### src/rtl/lsu_pkg.sv
// Shared definitions for the load/store AHB-Lite data port: bus encodings,
// access sizes, FSM states and small lane helpers.
package lsu_pkg;

   localparam logic [1:0] HTRANS_IDLE   = 2'b00;
   localparam logic [1:0] HTRANS_NONSEQ = 2'b10;

   localparam logic [1:0] LS_SIZE_B = 2'b00;
   localparam logic [1:0] LS_SIZE_H = 2'b01;
   localparam logic [1:0] LS_SIZE_W = 2'b10;

   typedef enum logic [1:0] {
      LSU_IDLE = 2'b00,
      LSU_DATA = 2'b01,
      LSU_ERR  = 2'b10
   } lsu_state_e;

   function automatic logic is_misaligned(input logic [1:0] size, input logic [1:0] lo);
      return ((size == LS_SIZE_H) && lo[0]) || ((size == LS_SIZE_W) && (lo != 2'b00));
   endfunction

   // Forces the low address bits onto the natural boundary of the access size.
   function automatic logic [1:0] align_lo(input logic [1:0] size, input logic [1:0] lo);
      case (size)
         LS_SIZE_H: return {lo[1], 1'b0};
         LS_SIZE_W: return 2'b00;
         default:   return lo;
      endcase
   endfunction

   function automatic logic [31:0] replicate_lanes(input logic [1:0] size, input logic [31:0] data);
      case (size)
         LS_SIZE_B: return {4{data[7:0]}};
         LS_SIZE_H: return {2{data[15:0]}};
         default:   return data;
      endcase
   endfunction

endpackage

### src/rtl/lsu_load_align.sv
// Load lane select plus sign/zero extension from a 32-bit bus word;
// purely combinational so a future D-cache can reuse it.
module lsu_load_align
   import lsu_pkg::*;
(
   input  logic [31:0] hrdata_i,
   input  logic [1:0]  addr_lo_i,
   input  logic [1:0]  size_i,
   input  logic        unsigned_i,
   output logic [31:0] data_o
);

   logic [7:0]  byte_sel;
   logic [15:0] half_sel;

   // NOTE: every signal driven in always_comb gets a default first, otherwise a latch is inferred.
   always_comb begin
      byte_sel = hrdata_i[7:0];
      case (addr_lo_i)
         2'd1:    byte_sel = hrdata_i[15:8];
         2'd2:    byte_sel = hrdata_i[23:16];
         2'd3:    byte_sel = hrdata_i[31:24];
         default: byte_sel = hrdata_i[7:0];
      endcase
      half_sel = addr_lo_i[1] ? hrdata_i[31:16] : hrdata_i[15:0];

      data_o = hrdata_i;
      case (size_i)
         LS_SIZE_B: data_o = {{24{~unsigned_i & byte_sel[7]}}, byte_sel};
         LS_SIZE_H: data_o = {{16{~unsigned_i & half_sel[15]}}, half_sel};
         default:   data_o = hrdata_i;
      endcase
   end

endmodule

### src/rtl/lsu_ahb_dport.sv
// Load/store AHB-Lite data-port master: one transfer per memory instruction,
// address/data pipelined. Misaligned-access trapping enabled by LSU_MISALIGN_TRAP_EN.
module lsu_ahb_dport
   import lsu_pkg::*;
#(
   parameter int AW = 32,
   parameter int DW = 32
) (
   input  logic          clk,
   input  logic          rst_n,
   input  logic          ls_valid,
   input  logic          ls_store,
   input  logic [1:0]    ls_size,
   input  logic          ls_unsigned,
   input  logic [4:0]    ls_rd,
   input  logic [AW-1:0] addr_res,
   input  logic [DW-1:0] st_data,
   output logic [AW-1:0] d_haddr,
   output logic [1:0]    d_htrans,
   output logic          d_hwrite,
   output logic [2:0]    d_hsize,
   output logic [DW-1:0] d_hwdata,
   input  logic [DW-1:0] d_hrdata,
   input  logic          d_hready,
   input  logic          d_hresp,
   output logic          ls_stall,
   output logic          wb_valid,
   output logic [4:0]    wb_rd,
   output logic [DW-1:0] wb_data,
   output logic          misalign_exc,
   output logic          bus_err_exc
);

   lsu_state_e    state_q;
   logic          store_q;
   logic          unsigned_q;
   logic [1:0]    size_q;
   logic [1:0]    addr_lo_q;
   logic [4:0]    rd_q;
   logic [DW-1:0] wdata_q;

   logic          wb_valid_q;
   logic [4:0]    wb_rd_q;
   logic [DW-1:0] wb_data_q;
   logic          misalign_exc_q;
   logic          bus_err_exc_q;

   logic          misaligned;
   logic [1:0]    addr_lo_d;
   logic          slot_free;
   logic          data_ok;
   logic          accept;
   logic          misalign_take;
   logic [DW-1:0] load_data;

`ifdef LSU_MISALIGN_TRAP_EN
   assign misaligned = is_misaligned(ls_size, addr_res[1:0]);
   assign addr_lo_d  = addr_res[1:0];
`else
   assign misaligned = 1'b0;
   assign addr_lo_d  = align_lo(ls_size, addr_res[1:0]);
`endif

   // A new address phase may issue from IDLE or alongside a clean data-phase completion.
   assign data_ok       = (state_q == LSU_DATA) & d_hready & ~d_hresp;
   assign slot_free     = (state_q == LSU_IDLE) | data_ok;
   assign accept        = ls_valid & ~misaligned & slot_free;
   assign misalign_take = ls_valid & misaligned & slot_free;

   assign d_htrans = accept ? HTRANS_NONSEQ : HTRANS_IDLE;
   assign d_haddr  = accept ? {addr_res[AW-1:2], addr_lo_d} : '0;
   assign d_hwrite = accept & ls_store;
   assign d_hsize  = accept ? {1'b0, ls_size} : 3'b000;
   assign d_hwdata = replicate_lanes(size_q, wdata_q);

   assign ls_stall = ((state_q == LSU_DATA) & ~d_hready) | (state_q == LSU_ERR) |
                     ((state_q == LSU_DATA) & d_hresp);

   assign wb_valid     = wb_valid_q;
   assign wb_rd        = wb_rd_q;
   assign wb_data      = wb_data_q;
   assign misalign_exc = misalign_exc_q;
   assign bus_err_exc  = bus_err_exc_q;

   lsu_load_align u_align (
      .hrdata_i   (d_hrdata),
      .addr_lo_i  (addr_lo_q),
      .size_i     (size_q),
      .unsigned_i (unsigned_q),
      .data_o     (load_data)
   );

   // NOTE: reset is synchronous here, so rst_n is only tested inside the clocked branch.
   always_ff @(posedge clk) begin
      if (!rst_n) begin
         state_q        <= LSU_IDLE;
         store_q        <= 1'b0;
         unsigned_q     <= 1'b0;
         size_q         <= 2'b00;
         addr_lo_q      <= 2'b00;
         rd_q           <= 5'd0;
         wdata_q        <= '0;
         wb_valid_q     <= 1'b0;
         wb_rd_q        <= 5'd0;
         wb_data_q      <= '0;
         misalign_exc_q <= 1'b0;
         bus_err_exc_q  <= 1'b0;
      end else begin
         // NOTE: sequential state uses non-blocking assignments so every register samples pre-edge values.
         wb_valid_q     <= 1'b0;
         bus_err_exc_q  <= 1'b0;
         misalign_exc_q <= misalign_take;

         if (data_ok && !store_q) begin
            wb_valid_q <= 1'b1;
            wb_rd_q    <= rd_q;
            wb_data_q  <= load_data;
         end

         if (accept) begin
            store_q    <= ls_store;
            unsigned_q <= ls_unsigned;
            size_q     <= ls_size;
            addr_lo_q  <= addr_lo_d;
            rd_q       <= ls_rd;
            wdata_q    <= st_data;
         end

         case (state_q)
            LSU_IDLE: begin
               if (accept) state_q <= LSU_DATA;
            end
            LSU_DATA: begin
               if (d_hresp) begin
                  // An error seen together with ready is closed out immediately.
                  if (d_hready) begin
                     bus_err_exc_q <= 1'b1;
                     state_q       <= LSU_IDLE;
                  end else begin
                     state_q <= LSU_ERR;
                  end
               end else if (d_hready) begin
                  state_q <= accept ? LSU_DATA : LSU_IDLE;
               end
            end
            LSU_ERR: begin
               if (d_hready) begin
                  bus_err_exc_q <= 1'b1;
                  state_q       <= LSU_IDLE;
               end
            end
            default: state_q <= LSU_IDLE;
         endcase
      end
   end

endmodule

### config.mk
export PLATFORM = sky130hd
export DESIGN_NAME = lsu_ahb_dport
export DESIGN_NICKNAME = d
export VERILOG_FILES = /design/src/rtl/lsu_pkg.sv /design/src/rtl/lsu_load_align.sv /design/src/rtl/lsu_ahb_dport.sv
export SDC_FILE = /design/constraint.sdc
export NUM_CORES = 1
export LEC_CHECK = 0
export CORE_MARGIN = 5
export CORE_UTILIZATION = 40
export CTS_CLUSTER_DIAMETER = 100
export CTS_CLUSTER_SIZE = 10
export DETAILED_ROUTE_END_ITERATION = 10
export DONT_BUFFER_PORTS = 1
export PLACE_DENSITY = 0.64
export SLEW_MARGIN = 5
export SYNTH_ARGS = -nofsm -noshare
export SYNTH_HDL_FRONTEND = slang
export SYNTH_SLANG_ARGS = --single-unit
### constraint.sdc
create_clock -name clk -period 5.4 [get_ports clk]
set_clock_uncertainty 0.05 [all_clocks]
set_input_delay 1.08 -clock clk [delete_from_list [all_inputs] [get_ports clk]]
set_output_delay 1.08 -clock clk [all_outputs]
set_load 0.01 [all_outputs]
**After elaboration in Yosys (flattened, before gate mapping)**

Index checks and enable logic that the tools add are counted.
W data, S select, Z words.

- Logic and storage cells: 60
- Input bits: 110
- Output and inout bits: 111
- Bits in registers: 84

- Bitwise operators: 14
- Reductions and logical operators: 5
- Equality and inequality tests: 11
- Mux-type cells: 19

Operator list:

| kind | number |
|---|---|
| $pmux W32 S2 | 2 |
| $mux W32 | 1 |
| $pmux W8 S3 | 1 |
| $mux W16 | 1 |
| $mux W2 | 7 |
| $and A1 B1 Y1 | 8 |
| $eq A2 B1 Y1 const B | 4 |
| $eq A2 B2 Y1 const B | 4 |
| $pmux W2 S3 | 1 |
| $logic_not A2 Y1 | 2 |
| $mux W1 | 4 |
| $ne A2 B2 Y1 const B | 2 |
| $pmux W2 S2 | 1 |
| $ne A3 B3 Y1 const B | 1 |
| $not A1 Y1 | 3 |
| $or A1 B1 Y1 | 3 |
| $reduce_and A3 Y1 | 1 |
| $pmux W1 S2 | 1 |
| $logic_and A1 B1 Y1 | 1 |
| $logic_not A1 Y1 | 1 |

**Depth between registers and ports, before layout**

Gate-level depths: netlist of the first run.

- Depth after elaboration: 9
- Depth in mapped cells: 9

**Hierarchy**

Synthesis of the first run repeated with hierarchy kept, for this count alone.

- Cells, all modules: 613
- Area, all modules: 4988.5 µm²

By module, submodules not included:

| module | area each (µm²) | cells each | instances |
|---|---|---|---|
| lsu_ahb_dport | 4005.1 | 480 | 1 |
| lsu_load_align | 983.4 | 133 | 1 |

**Least setup slack after synthesis of the first run**

OpenSTA, ideal clock, no wires.

- Path type: input-to-output
- Start point: in d_hresp
- End point: out d_haddr[31]
- Arrival time: 2026 ps
- Setup slack: 2244 ps
- Cell stages on the path: 6
- Cells stage by stage: and3b_1 -> o21ai_2 -> inv_2 -> buf_2 -> buf_2 -> and2_1

- Longest elaborated chain between the ends: 5

RTL lines:

| what | RTL line | source |
|---|---|---|
| from (decl) | lsu_ahb_dport.sv:25 | `input logic d_hresp,` |
| $not A1 Y1 | lsu_ahb_dport.sv:65 | `assign data_ok = (state_q == LSU_DATA) & d_hready & ~d_hresp;` |
| $and A1 B1 Y1 | lsu_ahb_dport.sv:65 |  |
| $or A1 B1 Y1 | lsu_ahb_dport.sv:66 | `assign slot_free = (state_q == LSU_IDLE) \| data_ok;` |
| $and A1 B1 Y1 | lsu_ahb_dport.sv:67 | `assign accept = ls_valid & ~misaligned & slot_free;` |
| $mux W32 | lsu_ahb_dport.sv:71 | `assign d_haddr = accept ? {addr_res[AW-1:2], addr_lo_d} : '0;` |
| to (decl) | lsu_ahb_dport.sv:18 | `output logic [AW-1:0] d_haddr,` |

Every way passes these cells.

**Final worst setup path of the first run**

- Start point: in d_hresp
- End point: out d_haddr[0]

Same word-level chain as after synthesis.

==> reports/qor.yml, run 1 <==
power_mw: 1.394
p_clk_share_pct: 36.8
finalCritPeriodShare_pct: 64.27
cp-start-kind: "primary input"
status: "completed"
ant_nets: 0
finalCoreUtilization_pct: 43.10
ios: 221
arrival_ns: 2.34
num_vias: 3693
synth.distinct_cells: 44
start_util_pct: 41.33
num_rows: 37
yosys_warnings: 0
final_max_slew_viol_count: 0
cts.sinks: 84
slew_headroom_pct: 13.09
synthTopCellsByCount: "nand2_1, dfxtp_1, a21oi_1"
drc_errors: 0
htree_levels: 3
cp_max_fo: 48
synthCells: 529
setup_tns_ns: 0
layout.nets: 610
synth_area_mm2: 0.004305
dp.cells: 621
p_int_mw: 0.9955
yosys-top-cells-area: "dfxtp_1, nand2_1, a21oi_1"
clkLatencyLatePin_ns: 0.35
ys_seq_elements: 84
ctsResizeCount: 0
syn_avg_cell_area_um2: 8.139
end_kind: "output pin"
fmax_mhz: 288.1
hold_path_class: "flop to flop"
grt_usage_pct: 18.82
clockBufferDepth: 2
synth-edff-count: 0
switching_share_pct: 28.60
seqPwrFrac_pct: 48.9
yosysMostFrequentCell: "nand2_1"
yosysSeqAreaShare_pct: 39.06
period_minus_slack_ns: 3.471
grt_max_degree: 64
p_comb_share_pct: 14.3
wirelength_um: 12930
whs_ns: 0.4091
drt_iter0_drc: 268
timing.final.ws_setup_ns: 1.929
cts_root_buffer: "clkbuf_8"
rsz0062_at_grt: "no"
post_cts_buffers: 0
synth-async-reset-ratio_pct: 0
die_area_mm2: 0.01294
layout-drive-gt1-share_pct: 11.38
coreArea_mm2: 0.01042
netlist.top_cell.by_area: "dfxtp_1"
gp_congestion: 0.8880
post-dp-hpwl_um: 9632
synth_top_area_share_pct: 39.06
cts_hold_buf: 0
hold_viol: 0
vdd_drop_max_v: 0.0001443
grt_pass1_wl_um: 19510
p_per_area_mw_per_mm2: 310.6
placed_area_mm2: 0.004263
viasPerCell: 5.797
clk_pin_slew_ns: 0.09
leakage_nw: 1.612
cts_tree: "built"
cts_buffers: 9
tightest_slew_ns: 1.299
cp.required_ns: 4.27
antennaDiodeCount: 0
switchingPower_mw: 0.3988
drtPass1Iterations: 4
fin_cells: 637
dp_slack_ns: 1.888
port_buffers: 0
finalSetupViolCount: 0
area_growth_pct: 4.272
final_area_mm2: 0.004489
wl_per_cell_um: 20.30
synth_ff_type: "dfxtp_1"
grt_pass1_vias: 3571
die_width_um: 113.7
overflow: 0
critPathKind: "primary input to output pin"
antenna_found_initial: 2
die_h_um: 113.7
maxCapViolCount: 0
==> routing by layer <==
layer  vias up  GRT usage [%]  routed length (um)
met1      1768          21.11                4786
met2       180          31.33                6281
met5         -              0                  25
li1       1720              -                   -
met4         4          5.288                 189
met3        21          9.708                1650
==> placed cells by master (no fill, tap or decap), types with 3 or more instances in the layout <==
cell,Yosys,layout
o21ai_0,38,38
buf_4,14,6
conb_1,1,3
o32ai_1,6,6
a211oi_1,6,6
mux2_2,16,16
o221ai_1,7,7
nor2_1,11,11
inv_1,13,13
nand2b_1,11,11
a31oi_1,6,6
a21oi_1,55,55
ha_1,4,4
nor2b_1,4,4
nand2_1,125,125
dfxtp_1,84,83
and3_1,7,7
a21oi_4,10,10
and2_1,30,30
a32oi_1,6,6
mux2i_1,15,15
clkbuf_8,0,10
==> worst max-delay path, cell delays in order <==
cell	delay [ns]
and3b_1	0.19
o21ai_4	0.34
inv_2	0.37
and3_1	0.36
==> power groups by stage <==
stage               Clock [mW]  Sequential (mW)  Combinational (mW)
finish                   0.513            0.682               0.199
global route             0.550            0.687               0.221
CTS                      0.526            0.683               0.202
detailed placement           0            0.697               0.201
global placement             0            0.696               0.195
floorplan                    0            0.684               0.184
==> kinds of logic (layout without fill, tap and decap cells) <==
| kind of cell | count (synthesis) | in the layout | synth area share (%) |
|---|---|---|---|
| compound gates | 148 | 148 | 23.51 |
| fa+ha+maj | 4 | 4 | 1.162 |
| buf+inv | 66 | 36 | 7.585 |
| flops | 84 | 84 | 39.06 |
| mux | 32 | 32 | 7.992 |
| other cells | 1 | 3 | 0.08710 |
| simple gates | 194 | 194 | 20.60 |
==> area by class of cell <==
| class | instances | area [um^2] |
|---|---|---|
| inverters | 14 | 52.55 |
| clock inverters | 5 | 85.08 |
| well taps | 136 | 170.2 |
| fillers | 1064 | 5927 |
| multi-input cells | 381 | 2312 |
| flip-flops and latches | 84 | 1683 |
| clock buffers | 11 | 141.4 |
| repair buffers | 6 | 45.04 |
==> path summary, 6_finish.rpt <==
kind,cells after the start,slack (ns),start,to
setup reg to reg,7,2.88,state_q[1],wb_data[19]
setup / recovery,4,1.93,d_hresp,d_haddr[0]
hold / removal,2,0.41,rd_q[4],rd_q[4]
hold reg to reg,2,0.41,rd_q[4],rd_q[4]
==> registers in the layout (all words and copies together), names as in the netlist <==
register,flops
wb_data,32
wdata_q,32
rd_q,5
wb_rd,5
addr_lo_q,2
size_q,2
state_q,2
bus_err_exc,1
store_q,1
unsigned_q,1
wb_valid,1
Power figures use the tool's default switching activity.
==> inputs of run 2 (changes only) <==
==> constraint.sdc (replaced) <==
create_clock -name clk -period 3.2 [get_ports clk]
set_clock_uncertainty 0.05 [all_clocks]
set_input_delay 0.64 -clock clk [delete_from_list [all_inputs] [get_ports clk]]
set_output_delay 0.64 -clock clk [all_outputs]
set_load 0.01 [all_outputs]
==> run 2 against run 1 <==
Against the previous run:
- flip-flop and latch count stayed put
- combinational power rose by 69%
- non-clock buffer count rose by 4
- largest power group unchanged
- total power is 76% higher
- largest cell class unchanged
- wire length about the same
- critical path type is now flop to output pin
- clock power grew 86%
- clock-buffer cell count stayed put
==> reports/qor.yml, run 2 (same netlist as run 1, synthesis figures left out) <==
grt_usage_pct: 18.95
setup_tns_ns: 0
grt_pass1_wl_um: 19880
power_mw: 2.450
mostFrequentLayoutCell: "nand2_1"
placed_area_mm2: 0.004293
grt_pass1_vias: 3633
overflow: 0
cts_buffers: 9
final_area_mm2: 0.004552
area_growth_pct: 5.725
cts.sinks: 84
drtPass1Iterations: 5
crit_slowest_cell: "inv_2"
cts_root_buffer: "clkbuf_8"
leakage_nw: 1.652
ctsResizeCount: 0
critPathKind: "flop to output pin"
period_minus_slack_ns: 2.746
crit_buf_inv: 2
port_buffers: 0
crit_family: "simple AND/OR/NAND/NOR gates"
num_vias: 3664
ant_nets: 0
cp.required_ns: 2.51
clk_pin_slew_ns: 0.09
cts_hold_buf: 0
die_h_um: 113.7
final_max_slew_viol_count: 0
grt_max_degree: 49
die_area_mm2: 0.01294
max_stage_delay_ns: 0.47
cts_tree: "built"
fin_cells: 641
finalCoreUtilization_pct: 43.70
status: "completed"
p_per_area_mw_per_mm2: 538.2
layout-drive-gt1-share_pct: 12.28
dp.cells: 625
p_int_mw: 1.784
antenna_found_initial: 1
switchingPower_mw: 0.6656
wl_per_cell_um: 20.17
arrival_ns: 2.06
die_width_um: 113.7
start_util_pct: 41.33
fmax_mhz: 364.1
cp_max_fo: 45
post_cts_buffers: 0
seqPwrFrac_pct: 47.2
tightest_slew_ns: 0.6397
hold_path_class: "primary input to flop"
num_rows: 37
antennaDiodeCount: 0
p_clk_share_pct: 39.0
htree_levels: 3
coreArea_mm2: 0.01042
hold_viol: 0
end_kind: "output pin"
finalCritPeriodShare_pct: 85.83
post-dp-hpwl_um: 9542
maxCapViolCount: 0
drt_iter0_drc: 231
rsz0062_at_grt: "no"
layout_common_cells: "nand2_1, dfxtp_1, a21oi_1"
switching_share_pct: 27.17
cp-start-kind: "flop"
vdd_drop_max_v: 0.0002361
slew_headroom_pct: 57.29
ios: 221
gp_congestion: 0.8942
clockBufferDepth: 2
viasPerCell: 5.716
p_comb_share_pct: 13.7
clkLatencyLatePin_ns: 0.34
finalSetupViolCount: 0
crit_chain: "inv_1, ha_1, and3b_1, o21ai_4, inv_2, and3_1"
wirelength_um: 12930
drc_errors: 0
layout.nets: 614
==> run 2: cell types whose count changed in the layout (fill, tap and decap cells not counted), sizes merged <==
cell	change
buf	+4
clkinvlp	-1
bufinv	+1
==> run 2: cell type report <==
type / instances / area [um^2]
Multi-Input combinational cell: 381 / 2312
Timing Repair Buffer: 10 / 75.07
Sequential cell: 84 / 1683
Clock buffer: 11 / 151.4
Tap cell: 136 / 170.2
Clock inverter: 5 / 107.6
Inverter: 14 / 52.55
Fill cell: 1055 / 5864
==> run 2: power groups by stage <==
stage          sequential (mW)  clock, mW  combinational [mW]
2_1_floorplan             1.15          0               0.310
3_3_place_gp              1.18          0               0.329
3_5_place_dp              1.18          0               0.338
4_1_cts                   1.16      0.979               0.338
5_1_grt                   1.17       1.02               0.374
6_report                  1.16      0.956               0.336
==> run 2: per-stage QoR <==
step,hold slack [ns],setup WS [ns]
2_1_floorplan,0.3818,0.9237
3_3_place_gp,0.3898,0.7999
3_5_place_dp,0.3966,0.7329
4_1_cts,0.3440,0.4230
5_1_grt,0.3381,0.2311
6_report,0.3691,0.4536
==> run 2: path summary, 6_finish.rpt <==
kind | from | cells past startpoint | slack (ns) | end
max | state_q[1] | 6 | 0.45 | d_haddr[0]
min | rst_n | 1 | 0.37 | addr_lo_q[1]
max reg2reg | size_q[1] | 5 | 0.84 | wb_data[5]
min reg2reg | wdata_q[16] | 2 | 0.41 | wdata_q[16]
==> run 2: worst register-to-register path, stage by stage (launching register included) <==
cell and delay (ns):
dfxtp_2 0.63, buf_4 0.47, nor2b_1 0.26, o21ai_1 0.35
o221ai_1 0.22, o32ai_1 0.26
==> run 2: per-layer routing <==
metal | part of all wire (%) | vias to the layer above | track usage (%)
met4 | 0.88 | 2 | 4.006
met2 | 49 | 172 | 32.23
met5 | 0.10 | - | 0
met1 | 39 | 1742 | 21.67
li1 | - | 1736 | -
met3 | 11 | 12 | 9.019
==> inputs of run 3 (changes only) <==
--- a/config.mk
+++ b/config.mk
@@ -8,11 +8,12 @@
 export CORE_MARGIN = 5
 export CORE_UTILIZATION = 40
 export CTS_CLUSTER_DIAMETER = 100
-export CTS_CLUSTER_SIZE = 10
+export CTS_CLUSTER_SIZE = 16
 export DETAILED_ROUTE_END_ITERATION = 10
 export DONT_BUFFER_PORTS = 1
 export PLACE_DENSITY = 0.64
 export SLEW_MARGIN = 5
 export SYNTH_ARGS = -nofsm -noshare
 export SYNTH_HDL_FRONTEND = slang
+export SYNTH_HIERARCHICAL = 1
 export SYNTH_SLANG_ARGS = --single-unit
==> run 3 against run 2 <==
Against the previous run:
- highest routed layer is now met4
- non-clock buffer count rose by 1
- clock-buffer cell count did not move
- largest power group unchanged
- maximum frequency rose by 4.8%
==> reports/qor.yml, run 3 <==
status: "completed"
drc_errors: 0
ant_nets: 0
drtPass1Iterations: 5
drt_iter0_drc: 315
fmax_mhz: 381.5
dp_slack_ns: 0.7956
grt_usage_pct: 19.38
antenna_found_initial: 1
leakage_nw: 1.911
synth.distinct_cells: 41
post-dp-hpwl_um: 11220
synth-async-reset-ratio_pct: 0
multiInputGateArea_mm2: 0.002858
mostFrequentLayoutCell: "nand2_1"
area_growth_pct: 3.261
synth_ff_type: "dfxtp_1"
finalCritPeriodShare_pct: 81.92
num_rows: 40
clkLatencyLatePin_ns: 0.34
cp_max_fo: 43
ctsResizeCount: 0
clockBufferDepth: 2
ios: 221
wirelength_um: 15000
wl_per_cell_um: 20.19
synth_area_mm2: 0.004989
htree_levels: 3
netlist.top_cell.by_area: "dfxtp_1"
cts.sinks: 84
port_buffers: 0
final_area_mm2: 0.005151
hold_path_class: "primary input to flop"
ys_seq_elements: 84
cts_hold_buf: 0
end_kind: "output pin"
clk_pin_slew_ns: 0.06
coreArea_mm2: 0.01211
viasPerCell: 5.536
period_minus_slack_ns: 2.621
start_util_pct: 41.19
yosys_warnings: 6
cts_buffers: 9
antennaDiodeCount: 0
vdd_drop_max_v: 0.0002799
post_cts_buffers: 0
rsz0062_at_grt: "no"
die_h_um: 121.7
overflow: 0
die_area_mm2: 0.01480
syn_avg_cell_area_um2: 8.138
seq_area_mm2: 0.001683
tightest_slew_ns: 0.7384
grt_pass1_vias: 3996
grt_pass1_wl_um: 22290
yosys-top-cells-area: "dfxtp_1, nand2_1, mux2i_1"
grt_max_degree: 89
synth-edff-count: 0
cp.required_ns: 2.51
gp_congestion: 0.9446
layout.nets: 686
placed_area_mm2: 0.004852
critPathKind: "flop to output pin"
final_max_slew_viol_count: 0
layout_common_cells: "nand2_1, dfxtp_1, mux2i_1"
final.fill_count: 1253
synth_top_area_share_pct: 33.71
cts_tree: "built"
hold_viol: 0
p_per_area_mw_per_mm2: 627.1
synthTopCellsByCount: "nand2_1, dfxtp_1, mux2i_1"
maxCapViolCount: 0
layout-drive-gt1-share_pct: 11.65
arrival_ns: 1.93
yosysSeqAreaShare_pct: 33.71
finalSetupViolCount: 0
slew_headroom_pct: 50.77
cts_root_buffer: "clkbuf_16"
num_vias: 4113
die_width_um: 121.7
cp-start-kind: "flop"
synthCells: 613
setup_tns_ns: 0
yosysMostFrequentCell: "nand2_1"
timing.final.ws_setup_ns: 0.5785
-- run 3: cell count changes in the layout (fill, tap and decap cells not counted), sizes merged, moves of 6 or more --
cell	change
a21oi	-15
and3	-6
inv	-8
mux2i	+36
mux4	+7
nand2	+67
nor2b	+14
o211ai	+17
o21ai	-31
o32ai	-7
-- run 3: logic make-up after synthesis --
logic type      share of synthesized area, %
buf+inv                                9.255
compound gates                         13.80
simple gates                           24.50
mux                                    17.66
flops                                  33.71
fa+ha+maj                              1.003
other cells                          0.07517
-- run 3: through the flow --
step	power, mW	std cells	hold WS (ns)	util (%)
final	3.231	743	0.3858	42.53
after global routing	3.398	743	0.3816	42.53
after CTS	3.263	743	0.3652	42.53
after detailed placement	2.197	729	0.3973	40.06
after global placement	2.170	729	0.3913	40.06
after floorplan	2.109	615	0.3798	-
-- run 3: where the power goes --
group          internal, mW  switching [mW]  total, mW
Combinational         0.369           0.528      0.897
Clock                 0.641           0.420       1.06
Sequential             1.15           0.124       1.27
-- run 3: final cells by class --
class	count	area share (%)
tap	168	4.081
inverter	5	0.3643
clock inverter	3	0.8987
sequential	84	32.67
timing repair buffer	11	1.603
clock buffer	11	4.906
multi-input combinational	461	55.48
-- run 3: worst paths after layout --
path         startpoint           to  slack [ns]  cells past startpoint
max reg2reg   size_q[1]  wb_data[30]        0.81                      6
min reg2reg     rd_q[0]     wb_rd[0]        0.40                      2
min            d_hready  bus_err_exc        0.39                      2
max          state_q[1]   d_haddr[0]        0.58                      5
-- run 3: worst max-delay path, cell delays in order, from the launching register on --
cell      delay (ns)
dfxtp_1         0.33
inv_1           0.08
ha_1            0.30
nand4b_2        0.20
nand2_4         0.38
and3_1          0.29
-- run 3: layer usage --
metal  vias to the layer above  track usage, %  wire length (um)
met5                         -               0                 0
met4                         0           6.933               294
met3                        23           8.682              1770
met2                       222           33.40              7372
met1                      1902           21.05              5566
li1                       1966               -                 -
